`src/rtl/uart_cfg_if.sv`:
```
// Handshake and line signals between a UART user and uart_cfg.
// master = user/driver side, slave = the UART itself.
interface uart_cfg_if #(
  parameter int DATA_BITS = 8
);
  logic                 tx_start;
  logic [DATA_BITS-1:0] tx_data;
  logic                 tx;
  logic                 tx_busy;
  logic                 tx_done;
  logic                 rx;
  logic [DATA_BITS-1:0] rx_data;
  logic                 rx_valid;
  logic                 rx_parity_err;
  logic                 rx_frame_err;

  modport master (
    output tx_start, tx_data, rx,
    input  tx, tx_busy, tx_done, rx_data, rx_valid, rx_parity_err, rx_frame_err
  );

  modport slave (
    input  tx_start, tx_data, rx,
    output tx, tx_busy, tx_done, rx_data, rx_valid, rx_parity_err, rx_frame_err
  );
endinterface

```
`src/rtl/uart_cfg.sv`:
```
// Parameterised UART: independent TX/RX FSMs. TX line low 1 cycle after an accepted tx_start;
// rx results 1 cycle after the last stop sample. No queuing: tx_start while busy is dropped.
module uart_cfg #(
  parameter int CLK_FREQ  = 100_000,
  parameter int BAUD      = 9600,
  parameter int DATA_BITS = 8,
  parameter int PARITY    = 0,
  parameter int STOP_BITS = 1
) (
  input logic       clk,
  input logic       rst,
  uart_cfg_if.slave bus
);
  localparam int             BIT_CYC   = CLK_FREQ / BAUD;
  localparam int             BW        = $clog2(BIT_CYC);
  localparam logic [BW-1:0]  BAUD_LAST = BW'(BIT_CYC - 1);
  localparam logic [BW-1:0]  HALF_LAST = BW'(BIT_CYC / 2 - 1);
  localparam logic [BW-1:0]  BAUD_ONE  = BW'(1);
  localparam logic [3:0]     DATA_LAST = 4'(DATA_BITS - 1);
  localparam logic [3:0]     STOP_LAST = 4'(STOP_BITS - 1);
  localparam logic           PAR_EN    = (PARITY != 0);
  localparam logic           PAR_ODD   = (PARITY == 1);

  // ---------------- transmitter ----------------
  typedef enum logic [2:0] {TX_IDLE, TX_START, TX_DATA, TX_PARITY, TX_STOP} tx_state_t;

  tx_state_t            tx_state, tx_state_n;
  logic [BW-1:0]        tx_baud, tx_baud_n;
  logic [3:0]           tx_bit, tx_bit_n;
  logic [DATA_BITS-1:0] tx_shr, tx_shr_n;
  logic                 tx_par, tx_par_n;
  logic                 tx_line, tx_line_n;
  logic                 tx_bit_end;

  assign tx_bit_end = (tx_baud == BAUD_LAST);

  always_ff @(posedge clk or posedge rst) begin
    if (rst) begin
      tx_state <= TX_IDLE;
      tx_baud  <= '0;
      tx_bit   <= '0;
      tx_shr   <= '0;
      tx_par   <= 1'b0;
      tx_line  <= 1'b1;
    end else begin
      tx_state <= tx_state_n;
      tx_baud  <= tx_baud_n;
      tx_bit   <= tx_bit_n;
      tx_shr   <= tx_shr_n;
      tx_par   <= tx_par_n;
      tx_line  <= tx_line_n;
    end
  end

  always_comb begin
    tx_state_n = tx_state;
    tx_baud_n  = tx_bit_end ? '0 : tx_baud + BAUD_ONE;
    tx_bit_n   = tx_bit;
    tx_shr_n   = tx_shr;
    tx_par_n   = tx_par;
    tx_line_n  = 1'b1;
    case (tx_state)
      TX_IDLE: begin
        tx_baud_n = '0;
        if (bus.tx_start) begin
          tx_state_n = TX_START;
          tx_shr_n   = bus.tx_data;
          tx_par_n   = (^bus.tx_data) ^ PAR_ODD;
        end
      end
      TX_START: if (tx_bit_end) begin
        tx_state_n = TX_DATA;
        tx_bit_n   = '0;
      end
      TX_DATA: if (tx_bit_end) begin
        tx_shr_n = tx_shr >> 1;
        if (tx_bit == DATA_LAST) begin
          tx_bit_n   = '0;
          tx_state_n = PAR_EN ? TX_PARITY : TX_STOP;
        end else begin
          tx_bit_n = tx_bit + 4'd1;
        end
      end
      TX_PARITY: if (tx_bit_end) begin
        tx_state_n = TX_STOP;
        tx_bit_n   = '0;
      end
      TX_STOP: if (tx_bit_end) begin
        if (tx_bit == STOP_LAST) tx_state_n = TX_IDLE;
        else                     tx_bit_n   = tx_bit + 4'd1;
      end
      default: tx_state_n = TX_IDLE;
    endcase
    // Line level is registered from the next state so the pin never glitches.
    case (tx_state_n)
      TX_START:  tx_line_n = 1'b0;
      TX_DATA:   tx_line_n = tx_shr_n[0];
      TX_PARITY: tx_line_n = tx_par_n;
      default:   tx_line_n = 1'b1;
    endcase
  end

  assign bus.tx      = tx_line;
  assign bus.tx_busy = (tx_state != TX_IDLE);
  assign bus.tx_done = (tx_state == TX_STOP) && tx_bit_end && (tx_bit == STOP_LAST);

  // ---------------- receiver ----------------
  typedef enum logic [2:0] {RX_IDLE, RX_START, RX_DATA, RX_PARITY, RX_STOP, RX_WAIT_HIGH} rx_state_t;

  rx_state_t            rx_state, rx_state_n;
  logic [BW-1:0]        rx_baud, rx_baud_n;
  logic [3:0]           rx_bit, rx_bit_n;
  logic [DATA_BITS-1:0] rx_shr, rx_shr_n;
  logic                 rx_par, rx_par_n;
  logic                 rx_ferr, rx_ferr_n;
  logic                 rx_s1, rx_sync;
  logic                 rx_bit_end, rx_fin;
  logic [DATA_BITS-1:0] rx_data_q;
  logic                 rx_valid_q, rx_perr_q, rx_ferr_q;

  assign rx_bit_end = (rx_baud == BAUD_LAST);
  assign rx_fin     = (rx_state == RX_STOP) && rx_bit_end && (rx_bit == STOP_LAST);

  always_ff @(posedge clk or posedge rst) begin
    if (rst) begin
      rx_s1   <= 1'b1;
      rx_sync <= 1'b1;
    end else begin
      rx_s1   <= bus.rx;
      rx_sync <= rx_s1;
    end
  end

  always_ff @(posedge clk or posedge rst) begin
    if (rst) begin
      rx_state <= RX_IDLE;
      rx_baud  <= '0;
      rx_bit   <= '0;
      rx_shr   <= '0;
      rx_par   <= 1'b0;
      rx_ferr  <= 1'b0;
    end else begin
      rx_state <= rx_state_n;
      rx_baud  <= rx_baud_n;
      rx_bit   <= rx_bit_n;
      rx_shr   <= rx_shr_n;
      rx_par   <= rx_par_n;
      rx_ferr  <= rx_ferr_n;
    end
  end

  always_comb begin
    rx_state_n = rx_state;
    rx_baud_n  = rx_bit_end ? '0 : rx_baud + BAUD_ONE;
    rx_bit_n   = rx_bit;
    rx_shr_n   = rx_shr;
    rx_par_n   = rx_par;
    rx_ferr_n  = rx_ferr;
    case (rx_state)
      RX_IDLE: begin
        rx_baud_n = '0;
        if (!rx_sync) rx_state_n = RX_START;
      end
      RX_START: begin
        // Half-bit check rejects short low glitches on an idle line.
        if (rx_baud == HALF_LAST) begin
          rx_baud_n = '0;
          if (rx_sync) begin
            rx_state_n = RX_IDLE;
          end else begin
            rx_state_n = RX_DATA;
            rx_bit_n   = '0;
            rx_ferr_n  = 1'b0;
          end
        end else begin
          rx_baud_n = rx_baud + BAUD_ONE;
        end
      end
      RX_DATA: if (rx_bit_end) begin
        rx_shr_n = {rx_sync, rx_shr[DATA_BITS-1:1]};
        if (rx_bit == DATA_LAST) begin
          rx_bit_n   = '0;
          rx_state_n = PAR_EN ? RX_PARITY : RX_STOP;
        end else begin
          rx_bit_n = rx_bit + 4'd1;
        end
      end
      RX_PARITY: if (rx_bit_end) begin
        rx_par_n   = rx_sync;
        rx_bit_n   = '0;
        rx_state_n = RX_STOP;
      end
      RX_STOP: if (rx_bit_end) begin
        if (!rx_sync) rx_ferr_n = 1'b1;
        if (rx_bit == STOP_LAST) rx_state_n = (rx_ferr || !rx_sync) ? RX_WAIT_HIGH : RX_IDLE;
        else                     rx_bit_n   = rx_bit + 4'd1;
      end
      RX_WAIT_HIGH: begin
        rx_baud_n = '0;
        if (rx_sync) rx_state_n = RX_IDLE;
      end
      default: rx_state_n = RX_IDLE;
    endcase
  end

  always_ff @(posedge clk or posedge rst) begin
    if (rst) begin
      rx_valid_q <= 1'b0;
      rx_data_q  <= '0;
      rx_perr_q  <= 1'b0;
      rx_ferr_q  <= 1'b0;
    end else begin
      rx_valid_q <= rx_fin;
      if (rx_fin) begin
        rx_data_q <= rx_shr;
        rx_perr_q <= PAR_EN && (rx_par != ((^rx_shr) ^ PAR_ODD));
        rx_ferr_q <= rx_ferr | ~rx_sync;
      end
    end
  end

  assign bus.rx_data       = rx_data_q;
  assign bus.rx_valid      = rx_valid_q;
  assign bus.rx_parity_err = rx_perr_q;
  assign bus.rx_frame_err  = rx_ferr_q;
endmodule

```
`src/flat_wrapper.sv`:
```
// flat-port wrapper written by rule: the top's interface ports become plain ports
module uart_cfg_flat 
#(
  parameter int CLK_FREQ  = 100_000,
  parameter int BAUD      = 9600,
  parameter int DATA_BITS = 8,
  parameter int PARITY    = 0,
  parameter int STOP_BITS = 1
)
  (clk, rst, bus_tx_start, bus_tx_data, bus_rx, bus_tx, bus_tx_busy, bus_tx_done, bus_rx_data, bus_rx_valid, bus_rx_parity_err, bus_rx_frame_err);
  uart_cfg_if #(.DATA_BITS(DATA_BITS)) bus_i ();
  input logic clk;
  input logic rst;
  input wire logic [$bits(bus_i.tx_start)-1:0] bus_tx_start;
  input wire logic [$bits(bus_i.tx_data)-1:0] bus_tx_data;
  input wire logic [$bits(bus_i.rx)-1:0] bus_rx;
  output wire logic [$bits(bus_i.tx)-1:0] bus_tx;
  output wire logic [$bits(bus_i.tx_busy)-1:0] bus_tx_busy;
  output wire logic [$bits(bus_i.tx_done)-1:0] bus_tx_done;
  output wire logic [$bits(bus_i.rx_data)-1:0] bus_rx_data;
  output wire logic [$bits(bus_i.rx_valid)-1:0] bus_rx_valid;
  output wire logic [$bits(bus_i.rx_parity_err)-1:0] bus_rx_parity_err;
  output wire logic [$bits(bus_i.rx_frame_err)-1:0] bus_rx_frame_err;
  assign bus_i.tx_start = bus_tx_start;
  assign bus_i.tx_data = bus_tx_data;
  assign bus_i.rx = bus_rx;
  assign bus_tx = bus_i.tx;
  assign bus_tx_busy = bus_i.tx_busy;
  assign bus_tx_done = bus_i.tx_done;
  assign bus_rx_data = bus_i.rx_data;
  assign bus_rx_valid = bus_i.rx_valid;
  assign bus_rx_parity_err = bus_i.rx_parity_err;
  assign bus_rx_frame_err = bus_i.rx_frame_err;
  uart_cfg #(.CLK_FREQ(CLK_FREQ), .BAUD(BAUD), .DATA_BITS(DATA_BITS), .PARITY(PARITY), .STOP_BITS(STOP_BITS)) u_core (.clk(clk), .rst(rst), .bus(bus_i));
endmodule
```
`config.mk`:
```
export PLATFORM = sky130hd
export DESIGN_NAME = uart_cfg_flat
export DESIGN_NICKNAME = d
export VERILOG_FILES = /design/src/rtl/uart_cfg_if.sv /design/src/rtl/uart_cfg.sv /design/src/flat_wrapper.sv
export SDC_FILE = /design/constraint.sdc
export NUM_CORES = 1
export LEC_CHECK = 0
export ABC_AREA = 1
export ABC_CLOCK_PERIOD_IN_PS = 4700
export CAP_MARGIN = 20
export CORE_ASPECT_RATIO = 0.75
export CORE_UTILIZATION = 50
export DETAILED_ROUTE_END_ITERATION = 8
export GPL_TIMING_DRIVEN = 0
export PLACE_DENSITY = 0.72
export SLEW_MARGIN = 25
export SYNTH_ARGS = -nofsm -noshare
export SYNTH_HDL_FRONTEND = slang
export SYNTH_SLANG_ARGS = --single-unit
```
`constraint.sdc`:
```
create_clock -name clk -period 4.7 [get_ports clk]
set_clock_uncertainty 0.1 [all_clocks]
set_input_delay 0.94 -clock clk [delete_from_list [all_inputs] [get_ports clk]]
set_output_delay 0.94 -clock clk [all_outputs]
set_load 0.1 [all_outputs]
```
After elaboration in Yosys (flattened, before gate mapping)
Index checks and enable logic that the tools add are counted.
{"block": "classes", "n_addsub": 4, "multipliers": 0, "div_mod_pow": 0, "magnitude_cmp": 0, "n_eq_ne": 33, "shift": 0, "mux": 49, "n_bitwise": 2, "n_reduce_logical": 24}
{"cell": "two-way mux 4 bit", "count": 16}
{"cell": "two-way mux 3 bit", "count": 16}
{"cell": "equality test 3 x 2 -> 1 bit, second input constant", "count": 6}
{"cell": "inequality test 2 x 1 -> 1 bit, second input constant", "count": 9}
{"cell": "case mux 3 bit (6 select lines)", "count": 1}
{"cell": "adder 4 x 1 -> 4 bit, second input constant", "count": 4}
{"cell": "two-way mux 8 bit", "count": 2}
{"cell": "case mux 4 bit (4 select lines)", "count": 1}
{"cell": "case mux 8 bit (2 select lines)", "count": 1}
{"cell": "case mux 3 bit (5 select lines)", "count": 1}
{"cell": "inequality test 2 bit, second input constant", "count": 7}
{"cell": "equality test 4 x 3 -> 1 bit, second input constant", "count": 3}
{"cell": "case mux 4 bit (3 select lines)", "count": 1}
{"cell": "AND reduction 5 bit", "count": 2}
{"cell": "equality test 3 x 1 -> 1 bit, second input constant", "count": 3}
{"cell": "equality test 3 bit, second input constant", "count": 3}
{"cell": "equality test 4 bit, second input constant", "count": 2}
{"cell": "zero test 4 bit", "count": 2}
{"cell": "case mux 4 bit (2 select lines)", "count": 1}
{"cell": "AND reduction 8 bit", "count": 1}
{"cell": "parity 8 bit", "count": 1}
{"cell": "AND reduction 7 bit", "count": 1}
{"cell": "zero test 3 bit", "count": 2}
{"cell": "two-way mux 1 bit", "count": 6}
{"cell": "14 further kinds", "count": 20}
{"block": "totals", "reg_bits": 53, "latchBits": 0, "ram_bits": 0, "romBits": 0, "inputBits": 12, "out_inout_bits": 14, "mem_count": 0}

Depth between registers and ports, before layout
Gate-level depths: netlist of the first run.
{"block": "depth", "ltp_word": 6, "ltp_mapped": 12, "mapped_depth_nobuf": 12}

Worst setup path after synthesis of the first run
Ideal clock, no wire load.
{"block": "synth_path", "path_type": "reg2out", "from": "register u_core.tx_state[0]", "to": "output port bus_tx_done", "arrival_time_ps": 2781, "required_ps": 3660, "setup_slack_ps": 879, "stages_incl_launch_ff": 4, "n_path_buf": 0, "path_cell_list": "dfrtp_1 nor2_1 nand2_1 nor3_1"}
{"block": "synth_via", "elab_chain_cells": 3}
{"item": "start, declared", "line": "uart_cfg.sv:27", "source": "tx_state_t tx_state, tx_state_n;"}
{"item": "start signal, assigned", "line": "uart_cfg.sv:46", "source": "tx_state <= tx_state_n;"}
{"item": "equality test 3 bit", "line": "uart_cfg.sv:105", "source": "assign bus.tx_done = (tx_state == TX_STOP) && tx_bit_end && (tx_bit == STOP_LAST);"}
{"item": "logical AND 1 bit (2 in series)", "line": "uart_cfg.sv:105"}
{"item": "end, declared", "line": "flat_wrapper.sv:19", "source": "output wire logic [$bits(bus_i.tx_done)-1:0] bus_tx_done;"}
Every way passes these cells.

Worst setup path in the final report of the first run
{"block": "layout_path", "from": "register u_core.tx_baud[1]", "to": "output port bus_tx_done"}
{"block": "layout_via", "elab_chain_cells": 3}
{"item": "start, declared", "line": "uart_cfg.sv:28", "source": "logic [BW-1:0] tx_baud, tx_baud_n;"}
{"item": "start signal, assigned", "line": "uart_cfg.sv:47", "source": "tx_baud <= tx_baud_n;"}
{"item": "equality test 4 bit", "line": "uart_cfg.sv:35", "source": "assign tx_bit_end = (tx_baud == BAUD_LAST);"}
{"item": "logical AND 1 bit (2 in series)", "line": "uart_cfg.sv:105"}
Every way passes these cells.

==> flow_summary.yaml, run 1 <==
yosys:
  synth.avg_cell_area_um2: 8.20
  netlist_instances: 349
  netlist.top_cell.by_area: "dfrtp_1"
  ys_ff_latch: 53
  synth_area_um2: 2860
  synth.area.top_cells: "dfrtp_1 (44%), nand2_1 (11%), inv_1 (7.0%)"
  async_flop_share_pct: 100
  yosysUniqueCellTypes: 36
  synth_enable_flop_cells: 0
  synth_top_area_share_pct: 43.7
  ys_seq_area_share_pct: 46.5
  synthesis.nets: 371
  yosysWarnings: 0
  ys.flop_type: "dfrtp_1"
route:
  wl_per_cell_um: 11.1
  vias_per_cell: 4.79
  vias: 2182
  first_pass_iters: 4
  drt-total-wl_um: 5080
  drc_errors: 0
  drtAntennaViolNets: 0
  drt_iter0_drc: 124
sta:
  rsz0062_at_grt: "false"
  slew_viol_final: 0
  tns_ns: 0
  tightest_slew_ns: 0.994
  period_share_pct: 74.1
  setup_viol: 0
  final_hold_viol_count: 0
  clock.fmax_mhz: 287
  post-route-min-period_ns: 3.48
  slew-limit-headroom_pct: 33.5
die:
  initial_core_util_pct: 52.6
  io_pins: 26
  fp-row-count: 23
  die_x_um: 89.3
  die_height_um: 67.5
  core_region_area_um2: 5440
  dieArea_um2: 6030
setup_path:
  startpoint_type: "flip-flop"
  cp.arrival_ns: 2.44
  rr_worst_depth: 11
  rr_endpoint: "u_core.bus.tx"
  crit_cells: 5
  critPathBufInv: 2
  r2r_start: "u_core.tx_baud[1]"
  cp_cell_sequence: "inv_1 > ha_1 > nand3_2 > nor3_1 > clkdlybuf4s50_1"
  cp.required_ns: 3.66
  critPathSlowestCell: "clkdlybuf4s50_1"
  crit_path_max_incr_delay_ns: 1.16
  critPathTopFamily: "buffers and inverters"
  crit_path_end_kind: "output pin"
  rrSetupSlack_ns: 2.94
  worst-path-max-fanout: 6
  critPathKind: "reg2out"
global_route:
  grt_max_degree: 54
  grt_pass1_wl_um: 8760
  grt_remaining_overflow: 0
  grt_pass1_vias: 1913
  antenna_found_initial: 0
  grt_usage_pct: 19.2
placed_design:
  gp_congestion: 0.850
  hpwl_um: 3830
  portBuffers: 24
  placed_cell_area_um2: 3200
final_layout:
  drive_gt1_share_pct: 13.9
  fillers: 470
  final_area_um2: 3280
  regArea_um2: 1330
  area_delta_synth_final_pct: 14.6
  n_antenna_cell: 0
  multiInputGateArea_um2: 1270
  final_nets: 402
min_path:
  hp-start: "u_core.rx_s1"
  min_to: "u_core.rx_sync"
  min_path_type: "reg2reg"
  whs_path_depth: 0
clock_network:
  cts_hold_buf: 0
  h-tree-depth: 2
  cts.sinks: 53
  root_buffer: "clkbuf_8"
  post-cts-setup-buffers: 0
  cts_buffer_depth: 2
  clk_latency_ns: 0.30
  tritoncts: "built"
  cts_resized: 0
  cts_buffers: 5
  clkTransAtPathRegs_ns: 0.09
power_and_ir_drop:
  power.leakage_uw: 0.00165
  p_per_area_nw_per_um2: 340
  max-vdd-ir-drop_mv: 0.163
flow_run:
  cap_violations: 0
run_status:
  status: "completed"
## state kept, by name, summed over array words and instances (netlist names), 4 cells and up
register	flops
u_core.bus.rx_data	8
u_core.tx_baud	4
u_core.rx_bit	4
u_core.tx_shr	8
u_core.rx_baud	4
u_core.tx_bit	4
u_core.rx_shr	8
## per-stage QoR
stage / total power [uW] / cells / hold WS [ns] / util [%] / worst slack [ns]
after floorplan: 806 / 349 / 0.245 / - / 0.879
after global placement: 871 / 448 / 0.247 / 58.7 / 1.37
after detailed placement: 882 / 448 / 0.247 / 58.8 / 1.55
after CTS: 1130 / 456 / 0.260 / 60.2 / 1.21
after global routing: 1200 / 456 / 0.261 / 60.2 / 1.11
final: 1110 / 456 / 0.260 / 60.2 / 1.22
## layout by cell type, fill, tap and decap left out, types with 4 or more instances in the layout
master            n
nand2_1          84
ha_1             10
o21ai_0          25
inv_2             5
nand3_1          22
nand2_2           9
o21ai_1           9
nor2_2            6
xor2_1            4
inv_1            52
nor2_1           25
o21ai_2           8
clkdlybuf4s50_1  24
dfrtp_1          50
clkbuf_8          5
## logic make-up after synthesis
| family | share of synthesized area [%] |
|---|---|
| AOI/OAI and AO/OA | 12.2 |
| xor gates and xnor gates | 2.14 |
| adders and majority gates | 4.37 |
| buffers and inverters | 8.92 |
| DFF | 46.5 |
| other | 0.131 |
| and+or+nand+nor | 25.7 |
## power by group
| part | switching (uW) | internal (uW) | total [uW] |
|---|---|---|---|
| Combinational | 216 | 119 | 335 |
| Sequential | 42.7 | 494 | 537 |
| Clock | 137 | 106 | 243 |
| Total | 395 | 720 | 1110 |
## final cells by class
cell class                 count  area share, %
multi-input combinational    233           38.9
clock buffer                   8           2.44
sequential                    53           40.6
inverter                      59           6.99
tap                           75           2.86
timing repair buffer          24           7.33
buffer                         4          0.878
## cells in the mapped netlist, drive strengths merged (4+ instances only)
master,number
a21oi,4
buf,4
dfrtp,50
ha,10
inv,58
nand2,95
nand3,25
nor2,33
o21ai,42
xor2,4
## how the worst max path moves through the flow
stage	startpoint	endpoint	slack [ns]
floorplan	u_core.tx_state[0]	bus_tx_done	0.88
global placement	rst	u_core.bus.rx_data[5]	1.37
detailed placement	u_core.tx_baud[1]	bus_tx_done	1.55
CTS	u_core.tx_baud[1]	bus_tx_done	1.21
global route	u_core.tx_state[0]	bus_tx_done	1.11
finish	u_core.tx_baud[1]	bus_tx_done	1.22
## layer usage
layer / global-route usage [%] / routed length, um
met2: 27.4 / 1950
met3: 4.03 / 211
met5: 0 / 0
met1: 29.2 / 2860
met4: 5.95 / 51
No activity file was read; power rests on OpenSTA's default activity.
==> inputs of run 2 (changes only) <==
Settings changed: ABC_CLOCK_PERIOD_IN_PS 4700 to 2900, PLACE_DENSITY 0.72 to 0.75.
Clock period 4.7 ns to 2.9 ns, I/O delays scaled along.
==> flow_summary.yaml, run 2 (same netlist as run 1, synthesis figures left out) <==
run_status:
  status: "completed"
sta:
  tightest_slew_ns: 0.972
  final_hold_viol_count: 0
  slew-limit-headroom_pct: 35.0
  tns_ns: 0
  period_share_pct: 91.2
  rsz0062_at_grt: "false"
  slew_viol_final: 0
  post-route-min-period_ns: 2.64
  setup_viol: 0
  clock.fmax_mhz: 378
setup_path:
  critPathKind: "reg2out"
  r2r_start: "u_core.tx_baud[1]"
  cp_cell_sequence: "clkdlybuf4s50_1"
  critPathTopFamily: "buffers and inverters"
  crit_path_max_incr_delay_ns: 1.12
  rr_worst_depth: 9
  startpoint_type: "flip-flop"
  crit_path_end_kind: "output pin"
  cp.required_ns: 2.22
  cp.arrival_ns: 1.96
  critPathBufInv: 1
  rr_endpoint: "u_core.tx_bit[2]"
  rrSetupSlack_ns: 1.15
  crit_cells: 1
  worst-path-max-fanout: 1
  critPathSlowestCell: "clkdlybuf4s50_1"
clock_network:
  clk_latency_ns: 0.31
  cts_buffer_depth: 2
  root_buffer: "clkbuf_8"
  post-cts-setup-buffers: 0
  cts_buffers: 5
  cts.sinks: 53
  h-tree-depth: 2
  tritoncts: "built"
  clkTransAtPathRegs_ns: 0.10
final_layout:
  area_delta_synth_final_pct: 15.2
  drive_gt1_share_pct: 15.2
  final_common_cell: "nand2_1"
  post-route-util_pct: 60.6
  n_antenna_cell: 0
  most-common-layout-cells: "nand2_1 (84), inv_1 (52), dfrtp_1 (50), nor2_1 (25), o21ai_0 (25)"
  final_nets: 402
  final_cells: 456
die:
  die_x_um: 89.3
  fp-row-count: 23
  core_region_area_um2: 5440
  io_pins: 26
  die_height_um: 67.5
  initial_core_util_pct: 52.6
  dieArea_um2: 6030
power_and_ir_drop:
  p_seq_share_pct: 47.4
  power.internal_uw: 1170
  max-vdd-ir-drop_mv: 0.339
  p_per_area_nw_per_um2: 557
  comb_power_share_pct: 29.0
  power.leakage_uw: 0.00165
  switchingPower_uw: 667
  p_sw_share_pct: 36.3
  total_power_uw: 1840
  p_clk_share_pct: 23.6
global_route:
  grt_remaining_overflow: 0
  grt-busiest-layer: "met1"
  grt_pass1_wl_um: 8250
  grt_use_met1_pct: 26.8
  antenna_found_initial: 0
  grt_usage_pct: 18.2
  gr-usage-met3_pct: 4.03
  grt_use_met2_pct: 26.1
  grt_max_degree: 54
  grt_pass1_vias: 1854
route:
  drc_errors: 0
  drtAntennaViolNets: 0
  vias: 2201
  first_pass_iters: 4
  vias_per_cell: 4.83
  drt_iter0_drc: 114
  wl_per_cell_um: 10.5
  drt-total-wl_um: 4790
placed_design:
  place_inst: 448
  gp_congestion: 0.786
  hpwl_um: 3590
  portBuffers: 24
min_path:
  min_path_type: "reg2reg"
  hp-start: "u_core.rx_s1"
  min_to: "u_core.rx_sync"
  whs_path_depth: 0
flow_run:
  cap_violations: 0
run 2: per-layer routing:
| layer | vias to the layer above | part of all wire [%] | wire [um] |
|---|---|---|---|
| met2 | 34 | 42 | 2020 |
| met5 | - | 0 | 0 |
| met1 | 1000 | 54 | 2570 |
| met4 | 0 | 0.61 | 29 |
| met3 | 3 | 3.5 | 170 |
| li1 | 1164 | - | - |
run 2: metrics by stage:
stage | setup slack, ns | hold WS, ns | area, um^2
global placement | -0.0575 | 0.247 | 3200
finish | 0.255 | 0.262 | 3290
global route | 0.213 | 0.268 | 3290
detailed placement | 0.141 | 0.250 | 3200
CTS | 0.0559 | 0.264 | 3300
floorplan | 0.294 | 0.245 | 2870
run 2: final cells by class:
type                            instances  area, um^2
Inverter                               59         229
Sequential cell                        53        1330
Tap cell                               75        93.8
Fill cell                             482        2140
Clock buffer                            5        68.8
Clock inverter                          3        26.3
Buffer                                  4        28.8
Multi-Input combinational cell        233        1280
Timing Repair Buffer                   24         238
run 2: power groups by stage:
| stage | Sequential [uW] | Combinational [uW] | Clock [uW] |
|---|---|---|---|
| after floorplan | 880 | 427 | 0 |
| after global placement | 880 | 529 | 0 |
| after detailed placement | 884 | 540 | 0 |
| after CTS | 869 | 542 | 453 |
| after global routing | 879 | 627 | 481 |
| final | 870 | 532 | 434 |
run 2: how the worst max path moves through the flow:
stage	slack (ns)	to	start
2_1_floorplan	0.29	bus_tx_done	u_core.tx_baud[1]
3_3_place_gp	-0.06	u_core.bus.rx_data[0]	rst
3_5_place_dp	0.14	bus_tx_done	u_core.tx_state[0]
4_1_cts	0.06	bus_tx_busy	u_core.tx_state[2]
5_1_grt	0.21	bus_tx	u_core.bus.tx
6_report	0.26	bus_tx	u_core.bus.tx
run 2: timing repair:
item,4_1_cts,5_1_grt
setup endpoints to repair,1,2
hold endpoints to repair,0,0
hold buffers,0,0
gates resized for setup,1,3
run 2: worst register-to-register path, cell delays in order (launching register included):
cell and delay (ns):
dfrtp_1 0.41, inv_1 0.06, ha_1 0.14, nand3_2 0.14, inv_1 0.22, nand3_2 0.12
a21oi_4 0.22, inv_1 0.09, nor2_1 0.10, a21oi_1 0.05
